[src/rtl/comp_sum_feeder.sv]
// comp_sum_feeder: packs up to four 16-bit words into the operand registers of a
// 4-input summer, then collects the summer's 17-bit result under valid/ready.
module comp_sum_feeder #(
  parameter int LAT = 1
) (
  input  logic        clk,
  input  logic        reset,
  input  logic [15:0] in_data,
  input  logic        in_valid,
  input  logic        in_last,
  output logic        in_ready,
  output logic [15:0] val1,
  output logic [15:0] val2,
  output logic [15:0] val3,
  output logic [15:0] val4,
  input  logic [15:0] sum_in,
  input  logic        carry_in,
  output logic [16:0] res_data,
  output logic [2:0]  res_count,
  output logic        res_valid,
  input  logic        res_ready
);

  typedef enum logic [1:0] {FILL, WAIT, HOLD} state_t;

  localparam logic [2:0] LAT_CNT = 3'(LAT);

  state_t      state;
  state_t      state_nxt;
  logic [15:0] slot [4];
  logic [1:0]  idx;
  logic [2:0]  count;
  logic [2:0]  wait_cnt;
  logic        accept;
  logic        group_done;
  logic        capture;
  logic        release_res;

  assign in_ready    = (state == FILL) && !reset;
  assign accept      = in_valid && in_ready;
  assign group_done  = accept && (in_last || idx == 2'd3);
  assign capture     = (state == WAIT) && (wait_cnt == 3'd0);
  assign release_res = (state == HOLD) && res_ready;

  assign val1 = slot[0];
  assign val2 = slot[1];
  assign val3 = slot[2];
  assign val4 = slot[3];

  always_comb begin
    state_nxt = state;
    case (state)
      FILL:    if (group_done) state_nxt = WAIT;
      WAIT:    if (capture) state_nxt = HOLD;
      HOLD:    if (res_ready) state_nxt = FILL;
      default: state_nxt = FILL;
    endcase
  end

  // Operands stay put from the last accept until the result is taken, so the
  // summer sees a stable group regardless of its latency.
  always_ff @(posedge clk) begin
    if (reset) begin
      state <= FILL;
      for (int i = 0; i < 4; i++) slot[i] <= '0;
      idx       <= '0;
      count     <= '0;
      wait_cnt  <= '0;
      res_data  <= '0;
      res_count <= '0;
      res_valid <= 1'b0;
    end else begin
      state <= state_nxt;
      if (accept) begin
        slot[idx] <= in_data;
        idx       <= idx + 2'd1;
        count     <= count + 3'd1;
      end
      if (group_done) begin
        wait_cnt <= LAT_CNT;
      end else if (state == WAIT && wait_cnt != 3'd0) begin
        wait_cnt <= wait_cnt - 3'd1;
      end
      if (capture) begin
        res_data  <= {carry_in, sum_in};
        res_count <= count;
        res_valid <= 1'b1;
      end
      if (release_res) begin
        for (int i = 0; i < 4; i++) slot[i] <= '0;
        idx       <= '0;
        count     <= '0;
        res_valid <= 1'b0;
      end
    end
  end

endmodule

[config.mk]
export PLATFORM = sky130hd
export DESIGN_NAME = comp_sum_feeder
export DESIGN_NICKNAME = d
export VERILOG_FILES = /design/src/rtl/comp_sum_feeder.sv
export SDC_FILE = /design/constraint.sdc
export NUM_CORES = 1
export LEC_CHECK = 0
export CORE_MARGIN = 5
export CORE_UTILIZATION = 49
export DETAILED_ROUTE_END_ITERATION = 6
export PLACE_DENSITY_LB_ADDON = 0.2
export SLEW_MARGIN = 10
export SYNTH_ARGS = -nofsm -noshare
export SYNTH_HDL_FRONTEND = slang
export SYNTH_SLANG_ARGS = --single-unit
[constraint.sdc]
create_clock -name clk -period 5.2 [get_ports clk]
set_clock_uncertainty 0.1 [all_clocks]
set_input_delay 0.78 -clock clk [delete_from_list [all_inputs] [get_ports clk]]
set_output_delay 0.78 -clock clk [all_outputs]
set_load 0.005 [all_outputs]
Yosys cells after proc, flatten, opt, wreduce, memory -nomap -nowiden
Memories as Yosys holds them, arrays and structs flattened.
Index checks and enable logic that the tools add are counted.
{ "word_totals": {"ff_bits": 31, "mem_bits_rw": 64, "in_bits": 38, "wordCells": 59, "memories": 1} }
{ "classes": {"addsub": 3, "eq_ne": 6, "mux": 21, "bitwise_logic": 4, "reduce_logical": 16} }
{ "memory_table": {"columns": ["memory", "words", "word_bits", "read_ports", "rd_ports_with_merged_regs", "wr", "line_no", "rtl"], "rows": [
  ["slot", 4, 16, 4, 0, 4, "30", "logic [15:0] slot [4];"]
]} }
{ "ops": {"columns": ["operator", "n"], "rows": [
  ["$mux 16", 5],
  ["$reduce_or 16->1", 1],
  ["$mux 1", 11],
  ["$mux 2", 4],
  ["$logic_and 1x1->1", 6],
  ["$ne 2x2->1 const B", 3],
  ["$pmux 2 s3", 1],
  ["$eq 2x2->1 const B", 2],
  ["$or 1x1->1", 4],
  ["$reduce_or 2->1", 2],
  ["$add 3x1->3 const B", 1],
  ["$logic_not 3->1", 1],
  ["$reduce_and 3->1", 1],
  ["$reduce_bool 3->1", 1],
  ["$sub 3x1->3 const B", 1],
  ["$add 2x1->2 const B", 1],
  ["$eq 2x1->1 const B", 1],
  ["$logic_not 2->1", 1],
  ["$reduce_bool 2->1", 1],
  ["$logic_not 1->1", 1],
  ["$logic_or 1x1->1", 1]
]} }

Logic depth before layout (Yosys ltp)
{ "logic_depth": {"depth_word": 8, "mapped_depth": 6, "mapped_depth_nobuf": 5} }

Least setup slack after synthesis
No wires, ideal clock.
{ "synth_timing": {"path_kind": "in2reg", "from": "input reset", "to": "memory slot[0][0] (enable)", "setup_time_ns": 0.372, "arrival_time_ns": 1.680, "required_time_ns": 4.728, "path_slack_ns": 3.048, "stages": 4, "path_cell_list": "nor4b_2 buf_2 nand2_1 nand2_1"} }
{ "synth_rtl": {"columns": ["item", "line_no", "rtl"], "rows": [
  ["start, declared", "7", "input logic reset,"],
  ["end, declared", "30", null]
]} }

Worst setup path after layout
{ "layout_timing": {"from": "input reset", "to": "output in_ready"} }
{ "layout_via": {"elab_chain_len": 2} }
{ "layout_rtl": {"columns": ["item", "line_no", "rtl"], "rows": [
  ["$logic_not 1->1", "39", "assign in_ready = (state == FILL) && !reset;"],
  ["$logic_and 1x1->1", "39", null],
  ["end, declared", "11", "output logic in_ready,"]
]} }
Every way passes these cells.

==> metrics.cfg <==
[power]
power_density_mw_per_mm2=309
p_leak_nw=2.12
max-vdd-ir-drop_v=0.000170

[placed_design]
dp.cells=503
dpl.hpwl_mm=5.99
port-buffer-count=123
gp_congestion=0.786

[floorplan]
die_height_microns=96.8
core_area_sq_mm=0.00729
rows=31
initial_utilization=0.506
ios=124
die_area_sq_mm=0.00937
die_width_microns=96.8

[setup_path]
cp.arrival_ps=2180
cp_top_family=buffers and inverters
reg2reg_slack_ps=2810
startpoint=reset
crit_path_max_fanout=28
worst_setup_path_end_kind=output port
critPathBufInv=3
crit_top_cell=clkdlybuf4s50_1
cp.required_ps=4320
crit-reg2reg-launch=state[1]$_SDFFE_PP0P_
startpoint_type=primary input
cp_cell_sequence=clkdlybuf4s50_1 > buf_4 > nor3_1 > clkdlybuf4s50_1
critPathMaxStageDelay_ps=530
critPathSlowestCell=clkdlybuf4s50_1
r2r_cells=4
r2r_end=slot[1][4]$_SDFFCE_PN0P_
crit_type=primary input to output port

[hold_path]
min_path_type=register to register
hold_start=res_data[0]$_SDFFE_PP0P_
hold_end=res_data[0]$_SDFFE_PP0P_
hold_depth=2

[grt]
antenna_found_initial=0
grt_pass1_wl_mm=13.9
grt_remaining_overflow=0
grt_pass1_vias=2706
grt_max_degree=44
grt_usage=0.185

[timing]
worst_pin_slew_ps=874
rsz0062_at_grt=no
fmax_mhz=326
hold_viol=0
layout_min_cycle_time_ps=3060
finalSetupViolCount=0
setup_tns_ps=0
slew_viol_final=0
relSlewSlack=0.414
fin_crit_sh=0.589

[logic_synthesis]
postSynthAreaPerCell_sq_um=12.4
synth_warnings=0
ys_types=31
ys_seq_area_frac=0.689
synth-main-ff-cell=edfxtp_1
syn-cell-area_sq_mm=0.00369
syn_inst=298
synth-async-reset-ratio=0
synth_edf_count=64
syn_nets=343
ys_ff_latch=95

[detailed_routing]
drt_iter0_markers=152
firstDrtPassIters=4
wirelength_mm=8.62
vias=2713
wl_per_cell_microns=16.6
drc=0
antenna_left=0
via_per_inst=5.23

[outcome]
status=complete, no violations

[clock_tree]
cts_setup_buffers=0
cts_tree=yes
insertion_delay_ps=350
cts_hold_buf=0
clkSinkCount=95
cts.htree.levels=3
cts-root-buf=clkbuf_8
cts-buffers-inserted=9
cts.repair.resized=0
clockBufferDepth=2
path_clk_slew_ps=90

[layout]
num-fill-cells=538
nNetsFinal=460
layout_commonest_cell=clkdlybuf4s50_1
n_antenna_cell=0
instances_no_fill=519
layout-drive-gt1-share=0.0524
areaGrowthSynthToFinish_pct=41.3
final_cell_mix=clkdlybuf4s50_1, and3_1, edfxtp_1
multi_input_area_sq_mm=0.00103
seq_area_sq_mm=0.00254

[job]
cap_viol_max_count=0

sequential cells by signal (all words and copies together) (netlist names):
register   cells
wait_cnt       3
res_valid      1
state          2
res_count      3
count          3
res_data      17
slot          64
idx            2
synthesized netlist by cell type, types with 2 or more instances:
| cell | number | area share |
|---|---|---|
| and3_1 | 64 | 0.11 |
| clkbuf_1 | 8 | 0.0081 |
| buf_2 | 6 | 0.0081 |
| nor2_1 | 9 | 0.0092 |
| a21oi_1 | 24 | 0.033 |
| xnor2_1 | 2 | 0.0047 |
| edfxtp_1 | 64 | 0.52 |
| nand2_1 | 49 | 0.050 |
| inv_1 | 5 | 0.0051 |
| nand3_1 | 3 | 0.0041 |
| buf_4 | 6 | 0.012 |
| mux2i_1 | 2 | 0.0054 |
| nor3_1 | 2 | 0.0027 |
| dfxtp_1 | 31 | 0.17 |
| ha_1 | 7 | 0.024 |
layer usage:
layer	up-vias	track usage	part of all wire
li1	1295	-	-
met1	1295	0.217	0.41
met2	110	0.307	0.49
met3	13	0.0691	0.082
met4	0	0.0767	0.019
met5	-	0	0
kinds of logic after synthesis:
family          count (synthesis)  synth area share
compound gates                 31            0.0475
xor+xnor                        2           0.00475
fa+ha+maj                       7            0.0237
buf+inv                        25            0.0336
flops                          95             0.689
mux                             2           0.00542
simple gates                  136             0.196
where the power goes:
part	internal (mW)	switching, mW	total (mW)
Sequential	0.845	0.0151	0.860
Clock	0.320	0.256	0.576
Combinational	0.0981	0.0797	0.178
worst max-delay path by stage:
stage | endpoint | depth (start not counted)
4_1_cts | in_ready | 4
2_1_floorplan | slot[0][0]$_SDFFCE_PN0P_ | 4
6_report | in_ready | 4
3_5_place_dp | slot[1][12]$_SDFFCE_PN0P_ | 5
3_3_place_gp | slot[1][11]$_SDFFCE_PN0P_ | 5
5_1_grt | in_ready | 4
area by class of cell:
| type | instances | share of cell area |
|---|---|---|
| sequential | 95 | 0.488 |
| inverter | 5 | 0.00360 |
| timing repair buffer | 126 | 0.240 |
| tap | 99 | 0.0238 |
| clock inverter | 7 | 0.0228 |
| clock buffer | 9 | 0.0238 |
| multi-input combinational | 178 | 0.198 |
worst reg2reg max path, cell delays in order (launching register included):
cell and delay (ps):
dfxtp_1 400, nor4b_4 510, buf_4 410, nand2_1 90, nand2_1 510
per-stage QoR:
step	total power, mW	cell area (sq um)	setup slack, ps	hold slack (ps)	util
2_1_floorplan	0.937	3690	3050	348	-
3_3_place_gp	1.05	4970	2040	342	0.682
3_5_place_dp	1.06	4970	2000	350	0.682
4_1_cts	1.62	5220	2130	361	0.715
5_1_grt	1.67	5220	2050	384	0.715
6_report	1.61	5220	2140	357	0.715
Note: power is estimated with default switching activity, not from simulation.
